===== src/rtl/beat_pkg.sv =====
// Shared definitions for the beat sequencer game-timing stage.
//   state_e       : game-flow state encoding (IDLE/PLAY/PAUSE/END)
//   *_DEF         : default parameter values
//   bar_w()       : width of a bar index for a given bar count (min 1)
package beat_pkg;

  typedef enum logic [1:0] {
    ST_IDLE  = 2'd0,
    ST_PLAY  = 2'd1,
    ST_PAUSE = 2'd2,
    ST_END   = 2'd3
  } state_e;

  localparam logic [6:0] BAR_LEN_DEF  = 7'd96;
  localparam int         CLK_DIV_DEF  = 1_000_000;
  localparam int         NUM_BARS_DEF = 16;
  localparam int         LIVES_DEF    = 3;

  function automatic int bar_w(input int n);
    return (n <= 2) ? 1 : $clog2(n);
  endfunction

endpackage


===== src/rtl/beat_prescaler.sv =====
// Beat prescaler: counts clk cycles 0..CLK_DIV-1 while enabled and flags
// the last cycle of each period as a tick.
//   clk, rst_n : clock, async active-low reset
//   en         : count enable (counter frozen when low)
//   clr        : synchronous clear, wins over en
//   tick       : combinational, high in the cycle div_cnt==CLK_DIV-1 and en
module beat_prescaler
  import beat_pkg::*;
#(
  parameter int CLK_DIV = CLK_DIV_DEF
) (
  input  logic clk,
  input  logic rst_n,
  input  logic en,
  input  logic clr,
  output logic tick
);

  localparam int              DW      = $clog2(CLK_DIV);
  localparam logic [DW-1:0]   DIV_MAX = DW'(CLK_DIV - 1);

  logic [DW-1:0] div_cnt_q, div_cnt_d;

  assign tick = en && (div_cnt_q == DIV_MAX);

  always_comb begin
    div_cnt_d = div_cnt_q;
    if (clr)       div_cnt_d = '0;
    else if (tick) div_cnt_d = '0;
    else if (en)   div_cnt_d = div_cnt_q + 1'b1;
  end

  always_ff @(posedge clk or negedge rst_n) begin
    if (!rst_n) div_cnt_q <= '0;
    else        div_cnt_q <= div_cnt_d;
  end

endmodule


===== src/rtl/beat_sequencer.sv =====
// Beat sequencer: produces the beat position and freeze flag consumed by the
// per-bar key-press checker, samples the checker's wrong flag once per bar,
// keeps the lives count and runs the IDLE/PLAY/PAUSE/END game flow.
//   clk, rst_n  : clock, async active-low reset
//   restart     : sync level, back to IDLE with everything cleared
//   start/pause : one-cycle pulses (begin play / toggle PLAY-PAUSE)
//   wrong       : checker mismatch, only looked at during bar_end
//   beat_cnt    : 0..BAR_LEN within the bar
//   bar_idx     : current bar 0..NUM_BARS-1
//   stop_or_end : high whenever not in PLAY (decoded from state)
//   bar_end     : one-cycle pulse, first cycle of beat_cnt==BAR_LEN
//   lives, cleared, game_over : game result (flags sticky until restart)
module beat_sequencer
  import beat_pkg::*;
#(
  parameter int CLK_DIV  = CLK_DIV_DEF,
  parameter int BAR_LEN  = int'(BAR_LEN_DEF),
  parameter int NUM_BARS = NUM_BARS_DEF,
  parameter int LIVES    = LIVES_DEF
) (
  input  logic                        clk,
  input  logic                        rst_n,
  input  logic                        restart,
  input  logic                        start,
  input  logic                        pause,
  input  logic                        wrong,
  output logic [6:0]                  beat_cnt,
  output logic [bar_w(NUM_BARS)-1:0]  bar_idx,
  output logic                        stop_or_end,
  output logic                        bar_end,
  output logic [1:0]                  lives,
  output logic                        cleared,
  output logic                        game_over
);

  localparam int           BW        = bar_w(NUM_BARS);
  localparam logic [6:0]   BEAT_LAST = 7'(BAR_LEN);
  localparam logic [6:0]   BEAT_PRE  = 7'(BAR_LEN - 1);
  localparam logic [BW-1:0] BAR_LAST = BW'(NUM_BARS - 1);
  localparam logic [1:0]   LIVES_INI = 2'(LIVES);

  state_e          state_q, state_d;
  logic [6:0]      beat_q, beat_d;
  logic [BW-1:0]   bar_q, bar_d;
  logic [1:0]      lives_q, lives_d;
  logic            bar_end_q, bar_end_d;
  logic            cleared_q, cleared_d;
  logic            game_over_q, game_over_d;
  logic            tick;
  logic            end_game;

  // Prescaler only runs in PLAY, so PAUSE/END freeze it mid-period and
  // play resumes exactly where it stopped.
  beat_prescaler #(.CLK_DIV(CLK_DIV)) u_prescaler (
    .clk   (clk),
    .rst_n (rst_n),
    .en    (state_q == ST_PLAY),
    .clr   (restart),
    .tick  (tick)
  );

  always_comb begin
    state_d     = state_q;
    beat_d      = beat_q;
    bar_d       = bar_q;
    lives_d     = lives_q;
    bar_end_d   = 1'b0;
    cleared_d   = cleared_q;
    game_over_d = game_over_q;
    end_game    = 1'b0;

    if (restart) begin
      state_d     = ST_IDLE;
      beat_d      = '0;
      bar_d       = '0;
      lives_d     = LIVES_INI;
      cleared_d   = 1'b0;
      game_over_d = 1'b0;
    end else begin
      // Beat/bar advance. bar_end is registered alongside the step into
      // BAR_LEN so it lines up with the first cycle of that value.
      if (state_q == ST_PLAY && tick) begin
        if (beat_q == BEAT_LAST) begin
          beat_d = '0;
          bar_d  = bar_q + 1'b1;
        end else begin
          beat_d    = beat_q + 1'b1;
          bar_end_d = (beat_q == BEAT_PRE);
        end
      end

      // The checker still holds the finished bar's result only during the
      // bar_end cycle, so wrong is consumed here and nowhere else.
      if (bar_end_q) begin
        if (wrong) begin
          if (lives_q > 2'd1) begin
            lives_d = lives_q - 2'd1;
          end else begin
            lives_d     = 2'd0;
            game_over_d = 1'b1;
            end_game    = 1'b1;
          end
        end else if (bar_q == BAR_LAST) begin
          cleared_d = 1'b1;
          end_game  = 1'b1;
        end
      end

      if (end_game) begin
        state_d = ST_END;
      end else begin
        unique case (state_q)
          ST_IDLE:  if (start) state_d = ST_PLAY;
          ST_PLAY:  if (pause) state_d = ST_PAUSE;
          ST_PAUSE: if (pause) state_d = ST_PLAY;
          default:  state_d = state_q;
        endcase
      end
    end
  end

  always_ff @(posedge clk or negedge rst_n) begin
    if (!rst_n) begin
      state_q     <= ST_IDLE;
      beat_q      <= '0;
      bar_q       <= '0;
      lives_q     <= LIVES_INI;
      bar_end_q   <= 1'b0;
      cleared_q   <= 1'b0;
      game_over_q <= 1'b0;
    end else begin
      state_q     <= state_d;
      beat_q      <= beat_d;
      bar_q       <= bar_d;
      lives_q     <= lives_d;
      bar_end_q   <= bar_end_d;
      cleared_q   <= cleared_d;
      game_over_q <= game_over_d;
    end
  end

  assign beat_cnt    = beat_q;
  assign bar_idx     = bar_q;
  assign lives       = lives_q;
  assign bar_end     = bar_end_q;
  assign cleared     = cleared_q;
  assign game_over   = game_over_q;
  assign stop_or_end = (state_q != ST_PLAY);

endmodule


===== config.mk =====
export PLATFORM = sky130hd
export DESIGN_NAME = beat_sequencer
export DESIGN_NICKNAME = d
export VERILOG_FILES = /design/src/rtl/beat_pkg.sv /design/src/rtl/beat_prescaler.sv /design/src/rtl/beat_sequencer.sv
export SDC_FILE = /design/constraint.sdc
export NUM_CORES = 1
export LEC_CHECK = 0
export ABC_AREA = 1
export BUFFER_PORTS_ARGS = -buffer_cell sky130_fd_sc_hd__buf_2
export CAP_MARGIN = 20
export CORE_ASPECT_RATIO = 1.5
export CORE_MARGIN = 4
export CORE_UTILIZATION = 48
export DETAILED_ROUTE_END_ITERATION = 6
export PLACE_DENSITY = 0.69
export RECOVER_POWER = 25
export SLEW_MARGIN = 20
export SYNTH_ARGS = -nofsm -noshare
export SYNTH_HDL_FRONTEND = slang
export SYNTH_HIERARCHICAL = 1
export SYNTH_SLANG_ARGS = --single-unit

===== constraint.sdc =====
create_clock -name clk -period 4.4 [get_ports clk]
set_input_delay 0.88 -clock clk [delete_from_list [all_inputs] [get_ports clk]]
set_output_delay 0.88 -clock clk [all_outputs]
set_load 0.02 [all_outputs]

After elaboration in Yosys (flattened, before gate mapping) --
Cells that the tools add are included.
Storage, ports and cells: output and inout port bits 17, bits in registers 38, word-level logic and storage cells 75, bits of input ports 6
Cells by class: $lt $le $gt $ge 1, reduce and logical (&&, ||, !) cells 15, add/subtract/negate cells 4, equal/unequal tests 12, multiplexer cells 35
Operators with widths (number):
- 20-bit two-way mux | 3
- 7-bit two-way mux | 3
- 20-bit by 1-bit adder with 20-bit output (second input constant) | 1
- 20-bit equality test (second input constant) | 1
- 2-bit two-way mux | 9
- 1-bit two-way mux | 16
- 7-bit equality test (second input constant) | 2
- 4-bit two-way mux | 3
- 4-bit != test (second input constant) | 3
- 2-bit nonzero test | 5
- 7-bit by 1-bit adder with 7-bit output (second input constant) | 1
- 2-bit case mux with 3 select lines | 1
- 3-bit AND reduction | 2
- 5-bit nonzero test | 1
- 4-bit by 1-bit adder with 4-bit output (second input constant) | 1
- 4-bit equality test (second input constant) | 1
- 2-bit != test (second input constant) | 2
- 2-bit AND reduction | 2
- 4-bit AND reduction | 1
- 3-bit nonzero test | 1
- 2-bit by 1-bit equality test with 1-bit output (second input constant) | 1
- 2-bit equality test (second input constant) | 1
- 2-bit by 1-bit > comparator with 1-bit output (second input constant) | 1
- 1-bit logical AND | 2
- 3 further kinds | 3

Logic depth before layout (Yosys ltp) --
Gate-level depths: netlist of run 1.
word-level depth 7, depth in mapped cells 12, mapped depth without buffers 12

Cells and area by module --
The synthesis of run 1 kept the hierarchy.
Modules (own cells, without submodules):
- beat_prescaler | instances 1, area each 1257.5 sq um, cells each 170, sequential area each 500.5 sq um
- beat_sequencer | instances 1, area each 1036.0 sq um, cells each 129, sequential area each 452.9 sq um

Worst setup path before layout of run 1 --
No wires, ideal clock.
kind input to register, start in restart, end reg u_prescaler.div_cnt_q[13], stages 8, path buffers 0, setup slack 2.743 ns, data arrival time 1.537 ns, library setup time 0.120 ns, path through nor2_4 inv_4 nand2_4 inv_4 nand3_2 nor2_1 o21ai_0 nor2_1
Between the ends: longest elaborated chain between the ends 1, elaborated cells on any way between the ends 2, classes of those cells 1 x mux; 1 x reduce/logical
Ends and longest elaborated chain:
- from (decl) | RTL line beat_sequencer.sv:23 | input logic restart,
- 3-bit nonzero test (no source line) / 20-bit two-way mux (equally long branches)
- to (signal assigned) | RTL line beat_prescaler.sv:35 | else div_cnt_q <= div_cnt_d;
- to (decl) | RTL line beat_prescaler.sv:22 | logic [DW-1:0] div_cnt_q, div_cnt_d;
Parallel ways exist; a longest one is shown, timed or not. A chain may end at the register's enable or synchronous reset.

==> results of run 1 <==
==> routing by layer <==
layer / vias up / share of wire, % / track usage, %
met2: 39 / 53 / 33.3
met3: 12 / 3.2 / 4.37
li1: 998 / - / -
met5: - / 0 / 0
met4: 0 / 1.9 / 6.35
met1: 887 / 41 / 19.2
==> layout by cell type (no fill, tap or decap), drive strengths merged <==
cell,synthesis,final
and2,1,1
o21ai,10,10
inv,31,31
clkinv,0,2
or2,1,1
o21bai,2,2
ha,4,4
nor4,1,1
buf,3,20
nand3b,1,1
nand3,25,25
o211ai,1,1
nand2,83,83
nand4,9,9
clkbuf,1,8
o21a,1,1
a21oi,11,11
dfrtp,36,36
xor2,7,7
nor2,63,63
nor3,3,3
dfstp,2,2
xnor2,3,3
==> cells in the mapped netlist (all sizes together) <==
library cell   n
a21oi         11
and2           1
buf            3
clkbuf         1
dfrtp         36
dfstp          2
ha             4
inv           31
nand2         83
nand3         25
nand3b         1
nand4          9
nor2          63
nor3           3
nor4           1
o211ai         1
o21a           1
o21ai         10
o21bai         2
or2            1
xnor2          3
xor2           7
==> worst max-delay path by stage <==
stage	startpoint	endpoint	slack, ns	cells after the start
global placement	restart	bar_idx[1]	2.39	6
global route	rst_n	bar_end	1.69	1
finish	rst_n	bar_idx[3]	2.13	1
CTS	state_q[1]	stop_or_end	2.41	3
floorplan	restart	u_prescaler/div_cnt_q[13]	2.74	8
detailed placement	restart	beat_cnt[6]	2.34	6
==> flip-flops by register name (all words and copies together) (netlist names) <==
signal / count
lives: 2
cleared: 1
beat_cnt: 7
game_over: 1
bar_end: 1
bar_idx: 4
state_q: 2
u_prescaler/div_cnt_q: 20
==> per-stage QoR <==
stage                     worst slack [ns]  utilization [%]  area (sq um)  hold slack [ns]  total power (W)
after floorplan                       2.74                -          2290            0.475         0.000493
after global placement                2.39             53.2          2440            0.467         0.000529
after detailed placement              2.34             53.2          2440            0.471         0.000530
after CTS                             2.41             55.0          2520            0.483         0.000767
after global routing                  1.69             54.9          2520            0.523         0.000801
final                                 2.13             54.9          2520            0.479         0.000758
==> power by group <==
part	internal (W)	leakage (nW)	switching (W)
clock network	0.000110	0.0450	0.000125
registers	0.000367	0.517	0.0000225
logic	0.0000420	0.600	0.0000915
total	0.000518	1.16	0.000239
==> layout make-up <==
type	count	area (sq um)	area share [%]
Clock inverter	2	10.0	0.398
Tap cell	64	80.1	3.18
Clock buffer	6	72.6	2.88
Timing Repair Buffer	22	108	4.28
Inverter	31	121	4.82
Multi-Input combinational cell	226	1170	46.5
Sequential cell	38	953	37.9
==> cells by family (layout without fill, tap and decap cells) <==
group | count (synthesis) | count (layout)
flip-flops | 38 | 38
AND/OR/NAND/NOR | 187 | 187
adder cells (fa/ha/maj) | 4 | 4
buffers and inverters | 35 | 61
XOR/XNOR | 10 | 10
AO/OA/AOI/OAI | 25 | 25
==> impl_metrics.xml, run 1 <==
<?xml version="1.0" encoding="UTF-8"?>
<metrics>
  <group name="drt">
    <metric name="dr_total_vias" unit="">1936</metric>
    <metric name="drt_pre_antenna_iters" unit="">4</metric>
    <metric name="routed_wire_length_per_instance" unit="um">12.3</metric>
    <metric name="dr.first_iter.drc_count" unit="">76</metric>
    <metric name="drt-vias-per-instance" unit="">4.98</metric>
    <metric name="drt_drc_violations_left" unit="">0</metric>
    <metric name="drt-total-wl" unit="mm">4.78</metric>
    <metric name="drt.antenna.violating_nets" unit="">0</metric>
  </group>
  <group name="global_routing">
    <metric name="pin_count_of_the_biggest_net_entering_global_routing" unit="">39</metric>
    <metric name="global_route.overflow_total" unit="">0</metric>
    <metric name="antenna_found_initial" unit="">0</metric>
    <metric name="track_usage" unit="%">17.9</metric>
    <metric name="number_of_global_route_vias_before_repair" unit="">1988</metric>
    <metric name="grt_pass1_wl" unit="mm">8.53</metric>
  </group>
  <group name="clocking">
    <metric name="cts.path.max_buffers" unit="">2</metric>
    <metric name="worst_setup_hold_path_clk_slew" unit="ns">0.07</metric>
    <metric name="cts_hold_buf" unit="">0</metric>
    <metric name="count_of_instances_resized_after_the_clock_tree_is_built" unit="">0</metric>
    <metric name="cts_sinks" unit="">38</metric>
    <metric name="post_cts_setup_buffers" unit="">0</metric>
    <metric name="clkLatencyLatePin" unit="ns">0.29</metric>
    <metric name="cts-htree-levels" unit="">2</metric>
    <metric name="number_of_clock_buffers_inserted_by_tritoncts" unit="">5</metric>
    <metric name="tritoncts" unit="">done</metric>
    <metric name="cts_root_buffer" unit="">sky130_fd_sc_hd__clkbuf_8</metric>
  </group>
  <group name="placement">
    <metric name="dp_cell_count" unit="">381</metric>
    <metric name="place.gp.congestion" unit="">0.847</metric>
    <metric name="dp_hpwl" unit="mm">3.57</metric>
    <metric name="port_buffer_count" unit="">22</metric>
  </group>
  <group name="sta">
    <metric name="slew-limit-headroom" unit="%">-31.8</metric>
    <metric name="finalHoldViolCount" unit="">0</metric>
    <metric name="maxClockFrequency" unit="MHz">441</metric>
    <metric name="worst_pin_slew" unit="ns">1.98</metric>
    <metric name="timing.final.setup_violations" unit="">0</metric>
    <metric name="final-max-slew-violation-count" unit="">39</metric>
    <metric name="rsz0062_at_grt" unit="">false</metric>
    <metric name="setup_tns" unit="ns">0</metric>
    <metric name="fin_worst_skew" unit="ns">0.00315</metric>
    <metric name="post-route-min-period" unit="ns">2.27</metric>
    <metric name="finalCritPeriodShare" unit="%">51.6</metric>
  </group>
  <group name="worst_hold_path">
    <metric name="min_path_type" unit="">reg -&gt; reg</metric>
    <metric name="hold-path-endpoint" unit="">lives[0]</metric>
    <metric name="hold_path_startpoint" unit="">lives[1]</metric>
    <metric name="worst_hold_path.num_cells" unit="">2</metric>
  </group>
  <group name="synthesis">
    <metric name="synthMuxAreaShare" unit="%">0</metric>
    <metric name="post-synth-top-area-fraction" unit="%">39.3</metric>
    <metric name="synth_area_leader_cell" unit="">sky130_fd_sc_hd__dfrtp_1</metric>
    <metric name="largest_family_of_logic_cells_by_synthesized_area" unit="">simple AND/OR/NAND/NOR gates</metric>
    <metric name="yosys-top-cells-area" unit="">sky130_fd_sc_hd__dfrtp_1 39%, sky130_fd_sc_hd__nand2_1 12%, sky130_fd_sc_hd__nor2_1 8.5%</metric>
    <metric name="synth-adder-area-share" unit="%">2.18</metric>
    <metric name="synth.cell_area" unit="sq mm">0.00229</metric>
    <metric name="synth_compound_area_share" unit="%">6.22</metric>
    <metric name="synth_cells" unit="">299</metric>
    <metric name="synth_nets" unit="">309</metric>
    <metric name="ffs_latches_synth" unit="">38</metric>
    <metric name="syn_avg_cell_area" unit="sq um">7.67</metric>
    <metric name="synth_simple_gate_area_share" unit="%">38.8</metric>
    <metric name="synthDistinctLibCells" unit="">35</metric>
    <metric name="synth-xor-area-share" unit="%">3.82</metric>
    <metric name="synthesis.yosys.warnings" unit="">6</metric>
    <metric name="synth-seq-area-share" unit="%">41.6</metric>
  </group>
  <group name="layout">
    <metric name="final_layout_size_suffix_gt1_share" unit="%">18.5</metric>
    <metric name="filler_cell_count" unit="">445</metric>
    <metric name="syn_to_final_growth" unit="%">9.71</metric>
    <metric name="antenna_cells_inserted" unit="">0</metric>
    <metric name="fin_nets" unit="">334</metric>
    <metric name="post_layout_nonfiller_instances" unit="">389</metric>
  </group>
  <group name="setup_path">
    <metric name="worst-r2r-cell-count" unit="">10</metric>
    <metric name="crit-reg2reg-capture" unit="">beat_cnt[6]</metric>
    <metric name="path_max_fanout" unit="">38</metric>
    <metric name="crit_required" unit="ns">4.42</metric>
    <metric name="critical-path-top-delay-family" unit="">buffers and inverters</metric>
    <metric name="timing.critical_path.buf_inv" unit="">1</metric>
    <metric name="crit_slowest_cell" unit="">sky130_fd_sc_hd__clkbuf_1</metric>
    <metric name="regToRegSetupSlack" unit="ns">2.50</metric>
    <metric name="criticalPathCategory" unit="">in -&gt; async</metric>
    <metric name="worstSetupStartpointType" unit="">input port</metric>
    <metric name="worst_flop_to_flop_path_startpoint" unit="">u_prescaler/div_cnt_q[0]</metric>
    <metric name="critical_path.cell_chain" unit="">clkbuf_1</metric>
    <metric name="end_kind" unit="">asynchronous set/reset pin</metric>
    <metric name="timing.critical_path.arrival" unit="ns">2.28</metric>
    <metric name="worst_path_largest_cell_delay" unit="ns">1.39</metric>
  </group>
  <group name="die">
    <metric name="die_width" unit="um">64.4</metric>
    <metric name="start_util" unit="%">50.1</metric>
    <metric name="fp-row-count" unit="">30</metric>
    <metric name="io_pins" unit="">23</metric>
    <metric name="height_of_the_die" unit="um">92.7</metric>
    <metric name="dieArea" unit="sq mm">0.00597</metric>
    <metric name="core-area" unit="sq mm">0.00458</metric>
  </group>
  <group name="outcome">
    <metric name="run_status" unit="">complete, but fails checks</metric>
    <metric name="violations" unit="">max-capacitance violations, max-slew violations</metric>
  </group>
  <group name="run">
    <metric name="timing.max_cap.violations" unit="">1</metric>
  </group>
  <group name="power">
    <metric name="power-per-cell-area" unit="mW/mm^2">301</metric>
    <metric name="irDropWorstVdd" unit="V">0.000196</metric>
    <metric name="leakage" unit="nW">1.16</metric>
  </group>
</metrics>
(Power assumes the default switching activity.)
==> run 2: changes to the inputs <==
Clock period 4.4 ns to 2.3 ns, I/O delays scaled along.
==> run 2 against run 1 <==
The run now ends clean. Flip-flop and latch count unchanged. Clock-buffer cell count is 1 higher. Critical path depth is 9 higher. Worst setup slack got worse by 1.7 ns. Cell area rose by 0.45%. Clock power grew 110%. Global-route usage is 0.18 points lower. Critical endpoint is now beat_cnt[2]. Largest power group unchanged.
==> impl_metrics.xml, run 2 (synthesis results as in run 1) <==
<?xml version="1.0" encoding="UTF-8"?>
<metrics>
  <group name="global_routing">
    <metric name="pin_count_of_the_biggest_net_entering_global_routing" unit="">39</metric>
    <metric name="grt_pass1_wl" unit="mm">8.25</metric>
    <metric name="antenna_found_initial" unit="">0</metric>
    <metric name="track_usage" unit="%">17.7</metric>
    <metric name="global_route.overflow_total" unit="">0</metric>
    <metric name="number_of_global_route_vias_before_repair" unit="">1865</metric>
  </group>
  <group name="placement">
    <metric name="port_buffer_count" unit="">22</metric>
    <metric name="placedInstanceArea" unit="sq mm">0.00244</metric>
    <metric name="place.gp.congestion" unit="">0.864</metric>
    <metric name="dp_cell_count" unit="">381</metric>
    <metric name="dp_worst_setup_slack" unit="ns">0.460</metric>
    <metric name="dp_hpwl" unit="mm">3.61</metric>
  </group>
  <group name="setup_path">
    <metric name="crit_required" unit="ns">2.49</metric>
    <metric name="worst-r2r-cell-count" unit="">10</metric>
    <metric name="worst_path_largest_cell_delay" unit="ns">0.39</metric>
    <metric name="critical_path.startpoint" unit="">u_prescaler/div_cnt_q[0]</metric>
    <metric name="path_max_fanout" unit="">16</metric>
    <metric name="timing.critical_path.mode_cell" unit="">sky130_fd_sc_hd__nand2_2</metric>
    <metric name="criticalPathCategory" unit="">reg -&gt; reg</metric>
    <metric name="timing.critical_path.arrival" unit="ns">2.05</metric>
    <metric name="critical_path.cell_chain" unit="">ha_1 &gt; nand3_1 &gt; nor2_1 &gt; nand3_2 &gt; inv_1 &gt; nand2_2 &gt; nand2_4 &gt; nand2_2 &gt; nand2_1 &gt; nor2_2</metric>
    <metric name="worstSetupStartpointType" unit="">register</metric>
    <metric name="end_kind" unit="">register</metric>
    <metric name="crit_slowest_cell" unit="">sky130_fd_sc_hd__dfrtp_1</metric>
    <metric name="worst_flop_to_flop_path_startpoint" unit="">u_prescaler/div_cnt_q[0]</metric>
  </group>
  <group name="sta">
    <metric name="slew-limit-headroom" unit="%">44.7</metric>
    <metric name="rsz0062_at_grt" unit="">false</metric>
    <metric name="fin_worst_skew" unit="ns">0.00197</metric>
    <metric name="worst_pin_slew" unit="ns">0.830</metric>
    <metric name="setup_tns" unit="ns">0</metric>
    <metric name="post-route-min-period" unit="ns">1.86</metric>
    <metric name="timing.final.setup_violations" unit="">0</metric>
    <metric name="finalWorstSetupSlack" unit="ns">0.443</metric>
    <metric name="maxClockFrequency" unit="MHz">538</metric>
    <metric name="finalHoldViolCount" unit="">0</metric>
    <metric name="finalCritPeriodShare" unit="%">80.7</metric>
    <metric name="final-max-slew-violation-count" unit="">0</metric>
  </group>
  <group name="drt">
    <metric name="drt-total-wl" unit="mm">4.80</metric>
    <metric name="dr_total_vias" unit="">1924</metric>
    <metric name="drt_drc_violations_left" unit="">0</metric>
    <metric name="routed_wire_length_per_instance" unit="um">12.3</metric>
    <metric name="drt-vias-per-instance" unit="">4.95</metric>
    <metric name="dr.first_iter.drc_count" unit="">83</metric>
    <metric name="drt_pre_antenna_iters" unit="">4</metric>
    <metric name="drt.antenna.violating_nets" unit="">0</metric>
  </group>
  <group name="clocking">
    <metric name="number_of_clock_buffers_inserted_by_tritoncts" unit="">5</metric>
    <metric name="post_cts_setup_buffers" unit="">0</metric>
    <metric name="count_of_instances_resized_after_the_clock_tree_is_built" unit="">0</metric>
    <metric name="cts.path.max_buffers" unit="">2</metric>
    <metric name="cts-htree-levels" unit="">2</metric>
    <metric name="worst_setup_hold_path_clk_slew" unit="ns">0.07</metric>
    <metric name="cts_sinks" unit="">38</metric>
    <metric name="cts_hold_buf" unit="">0</metric>
    <metric name="tritoncts" unit="">done</metric>
    <metric name="cts_root_buffer" unit="">sky130_fd_sc_hd__clkbuf_8</metric>
    <metric name="clkLatencyLatePin" unit="ns">0.29</metric>
  </group>
  <group name="layout">
    <metric name="layout.area.seq" unit="sq um">953</metric>
    <metric name="final_layout_size_suffix_gt1_share" unit="%">19.1</metric>
    <metric name="max_flop_register" unit="">u_prescaler/div_cnt_q</metric>
    <metric name="most_frequent_cells_in_the_layout" unit="">75 x sky130_fd_sc_hd__nand2_1, 52 x sky130_fd_sc_hd__nor2_1, 36 x sky130_fd_sc_hd__dfrtp_1, 28 x sky130_fd_sc_hd__inv_1, 22 x sky130_fd_sc_hd__buf_2</metric>
    <metric name="largest_register_ff_count" unit="">20</metric>
    <metric name="final_area" unit="sq mm">0.00253</metric>
    <metric name="multi_input_area" unit="sq mm">0.00117</metric>
    <metric name="antenna_cells_inserted" unit="">0</metric>
    <metric name="post_layout_nonfiller_instances" unit="">389</metric>
    <metric name="syn_to_final_growth" unit="%">10.2</metric>
    <metric name="filler_cell_count" unit="">464</metric>
    <metric name="fin_nets" unit="">334</metric>
    <metric name="final_common_cell" unit="">sky130_fd_sc_hd__nand2_1</metric>
  </group>
  <group name="power">
    <metric name="leakage" unit="nW">1.17</metric>
    <metric name="power-per-cell-area" unit="mW/mm^2">588</metric>
    <metric name="irDropWorstVdd" unit="V">0.000368</metric>
  </group>
  <group name="die">
    <metric name="core-area" unit="sq mm">0.00458</metric>
    <metric name="io_pins" unit="">23</metric>
    <metric name="dieArea" unit="sq mm">0.00597</metric>
    <metric name="die_width" unit="um">64.4</metric>
    <metric name="fp-row-count" unit="">30</metric>
    <metric name="start_util" unit="%">50.1</metric>
    <metric name="height_of_the_die" unit="um">92.7</metric>
  </group>
  <group name="outcome">
    <metric name="run_status" unit="">finished, final reports clean</metric>
  </group>
  <group name="worst_hold_path">
    <metric name="min_path_type" unit="">in -&gt; async</metric>
  </group>
  <group name="run">
    <metric name="timing.max_cap.violations" unit="">0</metric>
  </group>
</metrics>
-- run 2: final cells by class --
type	instances	share of cell area (%)
Multi-Input combinational cell	226	46.3
Sequential cell	38	37.7
Inverter	31	4.80
Timing Repair Buffer	22	4.36
Clock buffer	7	3.42
Tap cell	64	3.17
Clock inverter	1	0.198
-- run 2: worst max-delay path: cells and delay by family (launching register included) --
family                   cells  cell delay (ns)
buffers and inverters        1             0.10
AND/OR/NAND/NOR              8             1.06
flip-flops                   1             0.39
adder cells (fa/ha/maj)      1             0.21
-- run 2: path summary, 6_finish.rpt --
check | endpoint | slack (ns)
worst max register to register | beat_cnt[2] | 0.44
worst min register to register | lives[0] | 0.47
min in group clk | lives[0] | 0.47
max in group asynchronous | u_prescaler/div_cnt_q[12] | 1.52
worst max-delay path | beat_cnt[2] | 0.44
worst min-delay path | u_prescaler/div_cnt_q[8] | 0.26
-- run 2: metrics by stage --
step                hold slack (ns)  total power (W)  util [%]
CTS                           0.292          0.00150      55.2
global placement              0.471          0.00101      53.2
floorplan                     0.164         0.000943         -
detailed placement            0.467          0.00102      53.2
global route                  0.339          0.00157      55.2
finish                        0.263          0.00149      55.2
-- run 2: layer usage --
| layer | GRT usage, % | vias to the layer above | share of wire (%) |
|---|---|---|---|
| li1 | - | 998 | - |
| met1 | 19.3 | 879 | 42 |
| met2 | 32.3 | 36 | 52 |
| met3 | 3.03 | 11 | 3.0 |
| met4 | 8.82 | 0 | 2.9 |
| met5 | 0 | - | 0 |
-- run 2: report_power, final --
group	internal [W]	switching (W)	total (W)
Combinational	0.0000816	0.000179	0.000261
Clock	0.000242	0.000240	0.000482
Sequential	0.000701	0.0000412	0.000742
==> run 3: changes to the inputs <==
Clock period 2.3 ns to 1.95 ns, I/O delays scaled along.
==> run 3 against run 2 <==
Flip-flop and latch count unchanged. Global-route usage decreased by 0.27 points. Cell area increased by 1.4%. Critical path type unchanged. Die area unchanged. Critical path depth unchanged.
==> impl_metrics.xml, run 3 (synthesis results as in run 1) <==
<?xml version="1.0" encoding="UTF-8"?>
<metrics>
  <group name="outcome">
    <metric name="run_status" unit="">finished, final reports clean</metric>
  </group>
  <group name="power">
    <metric name="leakage" unit="nW">1.18</metric>
    <metric name="seq_power_share" unit="%">47.3</metric>
    <metric name="p_clk_share" unit="%">35.9</metric>
    <metric name="p_sw_share" unit="%">29.4</metric>
    <metric name="p_total" unit="W">0.00185</metric>
    <metric name="irDropWorstVdd" unit="V">0.000480</metric>
    <metric name="internal_power" unit="W">0.00131</metric>
    <metric name="power_switching" unit="W">0.000543</metric>
    <metric name="combinationalPowerShare" unit="%">16.7</metric>
    <metric name="power-per-cell-area" unit="mW/mm^2">721</metric>
  </group>
  <group name="layout">
    <metric name="layout.area.seq" unit="sq um">953</metric>
    <metric name="syn_to_final_growth" unit="%">11.7</metric>
    <metric name="filler_cell_count" unit="">451</metric>
    <metric name="multi_input_area" unit="sq mm">0.00118</metric>
    <metric name="largest_register_ff_count" unit="">20</metric>
    <metric name="fin_nets" unit="">335</metric>
    <metric name="final_common_cell" unit="">sky130_fd_sc_hd__nand2_1</metric>
    <metric name="most_frequent_cells_in_the_layout" unit="">75 x sky130_fd_sc_hd__nand2_1, 51 x sky130_fd_sc_hd__nor2_1, 36 x sky130_fd_sc_hd__dfrtp_1, 28 x sky130_fd_sc_hd__inv_1, 22 x sky130_fd_sc_hd__buf_2</metric>
    <metric name="max_flop_register" unit="">u_prescaler/div_cnt_q</metric>
    <metric name="antenna_cells_inserted" unit="">0</metric>
    <metric name="final_layout_size_suffix_gt1_share" unit="%">19.6</metric>
  </group>
  <group name="setup_path">
    <metric name="critical_path.cell_chain" unit="">ha_1 &gt; nand3_1 &gt; nor2_2 &gt; nand3_2 &gt; inv_1 &gt; nand2_2 &gt; nand2_8 &gt; nand2_2 &gt; nand2_1 &gt; nor2_2</metric>
    <metric name="path_max_fanout" unit="">16</metric>
    <metric name="worstSetupStartpointType" unit="">register</metric>
    <metric name="end_kind" unit="">register</metric>
    <metric name="timing.critical_path.arrival" unit="ns">1.97</metric>
    <metric name="critical-path-top-delay-family" unit="">simple AND/OR/NAND/NOR gates</metric>
    <metric name="worst-r2r-cell-count" unit="">10</metric>
    <metric name="regToRegSetupSlack" unit="ns">0.16</metric>
    <metric name="criticalPathCategory" unit="">reg -&gt; reg</metric>
    <metric name="timing.critical_path.buf_inv" unit="">1</metric>
    <metric name="worst_path_largest_cell_delay" unit="ns">0.39</metric>
    <metric name="crit_slowest_cell" unit="">sky130_fd_sc_hd__dfrtp_1</metric>
    <metric name="worst_flop_to_flop_path_startpoint" unit="">u_prescaler/div_cnt_q[0]</metric>
    <metric name="crit_required" unit="ns">2.13</metric>
    <metric name="crit-reg2reg-capture" unit="">beat_cnt[2]</metric>
  </group>
  <group name="die">
    <metric name="core-area" unit="sq mm">0.00458</metric>
    <metric name="fp-row-count" unit="">30</metric>
    <metric name="start_util" unit="%">50.1</metric>
    <metric name="die_width" unit="um">64.4</metric>
    <metric name="io_pins" unit="">23</metric>
    <metric name="dieArea" unit="sq mm">0.00597</metric>
    <metric name="height_of_the_die" unit="um">92.7</metric>
  </group>
  <group name="drt">
    <metric name="drt-total-wl" unit="mm">4.79</metric>
    <metric name="drt_pre_antenna_iters" unit="">4</metric>
    <metric name="drt.antenna.violating_nets" unit="">0</metric>
    <metric name="drt-vias-per-instance" unit="">4.96</metric>
    <metric name="dr_total_vias" unit="">1936</metric>
    <metric name="drt_drc_violations_left" unit="">0</metric>
    <metric name="routed_wire_length_per_instance" unit="um">12.3</metric>
    <metric name="dr.first_iter.drc_count" unit="">79</metric>
  </group>
  <group name="sta">
    <metric name="final-max-slew-violation-count" unit="">0</metric>
    <metric name="maxClockFrequency" unit="MHz">560</metric>
    <metric name="worst_pin_slew" unit="ns">0.931</metric>
    <metric name="post-route-min-period" unit="ns">1.79</metric>
    <metric name="finalHoldViolCount" unit="">0</metric>
    <metric name="finalCritPeriodShare" unit="%">91.6</metric>
    <metric name="setup_tns" unit="ns">0</metric>
    <metric name="slew-limit-headroom" unit="%">37.9</metric>
    <metric name="timing.final.setup_violations" unit="">0</metric>
    <metric name="fin_worst_skew" unit="ns">0.00378</metric>
  </group>
  <group name="clocking">
    <metric name="number_of_clock_buffers_inserted_by_tritoncts" unit="">5</metric>
    <metric name="post_cts_setup_buffers" unit="">0</metric>
    <metric name="clkLatencyLatePin" unit="ns">0.28</metric>
    <metric name="cts_sinks" unit="">38</metric>
    <metric name="count_of_instances_resized_after_the_clock_tree_is_built" unit="">0</metric>
    <metric name="cts.path.max_buffers" unit="">2</metric>
    <metric name="cts_root_buffer" unit="">sky130_fd_sc_hd__clkbuf_8</metric>
    <metric name="worst_setup_hold_path_clk_slew" unit="ns">0.08</metric>
    <metric name="tritoncts" unit="">done</metric>
    <metric name="cts-htree-levels" unit="">2</metric>
    <metric name="cts_hold_buf" unit="">0</metric>
  </group>
  <group name="worst_hold_path">
    <metric name="min_path_type" unit="">in -&gt; async</metric>
  </group>
  <group name="placement">
    <metric name="place.gp.congestion" unit="">0.861</metric>
    <metric name="port_buffer_count" unit="">22</metric>
    <metric name="dp_hpwl" unit="mm">3.57</metric>
  </group>
  <group name="global_routing">
    <metric name="grt_pass1_wl" unit="mm">8.30</metric>
    <metric name="antenna_found_initial" unit="">0</metric>
    <metric name="pin_count_of_the_biggest_net_entering_global_routing" unit="">39</metric>
    <metric name="global_route.overflow_total" unit="">0</metric>
    <metric name="number_of_global_route_vias_before_repair" unit="">1921</metric>
    <metric name="track_usage" unit="%">17.4</metric>
  </group>
  <group name="run">
    <metric name="timing.max_cap.violations" unit="">0</metric>
  </group>
</metrics>
-- run 3: changes by cell type in the layout (fill, tap and decap cells not counted) --
cell,delta
sky130_fd_sc_hd__clkinvlp_4,+1
sky130_fd_sc_hd__nand2_8,+1
sky130_fd_sc_hd__clkinv_2,-1
sky130_fd_sc_hd__nor2_2,+1
sky130_fd_sc_hd__nand2_4,-1
sky130_fd_sc_hd__nor2_1,-1
sky130_fd_sc_hd__clkbuf_2,+1
sky130_fd_sc_hd__clkbuf_8,-1
sky130_fd_sc_hd__bufinv_16,+1
-- run 3: power by group through the flow --
| stage | Combinational, W | Sequential [W] | Clock [W] |
|---|---|---|---|
| floorplan | 0.000210 | 0.000902 | 0 |
| global placement | 0.000305 | 0.000889 | 0 |
| detailed placement | 0.000311 | 0.000891 | 0 |
| CTS | 0.000314 | 0.000876 | 0.000679 |
| global route | 0.000351 | 0.000884 | 0.000718 |
| finish | 0.000309 | 0.000875 | 0.000665 |
-- run 3: final cells by class --
cell class | instances | area share (%)
Multi-Input combinational cell | 226 | 46.1
Sequential cell | 38 | 37.2
Inverter | 31 | 4.74
Timing Repair Buffer | 23 | 4.49
Tap cell | 64 | 3.12
Clock buffer | 6 | 2.83
Clock inverter | 2 | 1.46
-- run 3: worst register-to-register path, stage by stage, from the launching register on --
cell and delay (ns):
sky130_fd_sc_hd__dfrtp_1 0.39, sky130_fd_sc_hd__ha_1 0.21, sky130_fd_sc_hd__nand3_1 0.14, sky130_fd_sc_hd__nor2_2 0.17, sky130_fd_sc_hd__nand3_2 0.16, sky130_fd_sc_hd__inv_1 0.10
sky130_fd_sc_hd__nand2_2 0.11, sky130_fd_sc_hd__nand2_8 0.14, sky130_fd_sc_hd__nand2_2 0.14, sky130_fd_sc_hd__nand2_1 0.10, sky130_fd_sc_hd__nor2_2 0.04
-- run 3: layer usage --
metal	GRT usage, %	vias to the layer above	routed length [um]
met3	2.55	8	147
met5	0	-	0
met1	19.9	884	2000
met4	7.41	0	87
li1	-	1012	-
met2	31.7	32	2550
-- run 3: per-stage QoR --
stage | hold slack (ns) | instances | area, sq um | util (%) | setup slack, ns
4_1_cts | 0.162 | 390 | 2550 | 55.8 | 0.0936
3_3_place_gp | 0.469 | 382 | 2440 | 53.4 | 0.190
3_5_place_dp | 0.467 | 382 | 2440 | 53.4 | 0.118
2_1_floorplan | 0.0944 | 299 | 2290 | - | 0.402
5_1_grt | 0.405 | 390 | 2560 | 56.0 | -0.0144
6_report | 0.320 | 390 | 2560 | 56.0 | 0.163
-- run 3: how the worst max path moves through the flow --
stage | start | endpoint | slack [ns] | cells after the start
after floorplan | state_q[1] | beat_cnt[0] | 0.40 | 10
after global placement | u_prescaler/div_cnt_q[0] | bar_idx[1] | 0.19 | 10
after detailed placement | u_prescaler/div_cnt_q[0] | beat_cnt[2] | 0.12 | 10
after CTS | u_prescaler/div_cnt_q[0] | beat_cnt[2] | 0.09 | 10
after global routing | u_prescaler/div_cnt_q[0] | bar_idx[3] | -0.01 | 10
final | u_prescaler/div_cnt_q[0] | beat_cnt[2] | 0.16 | 10
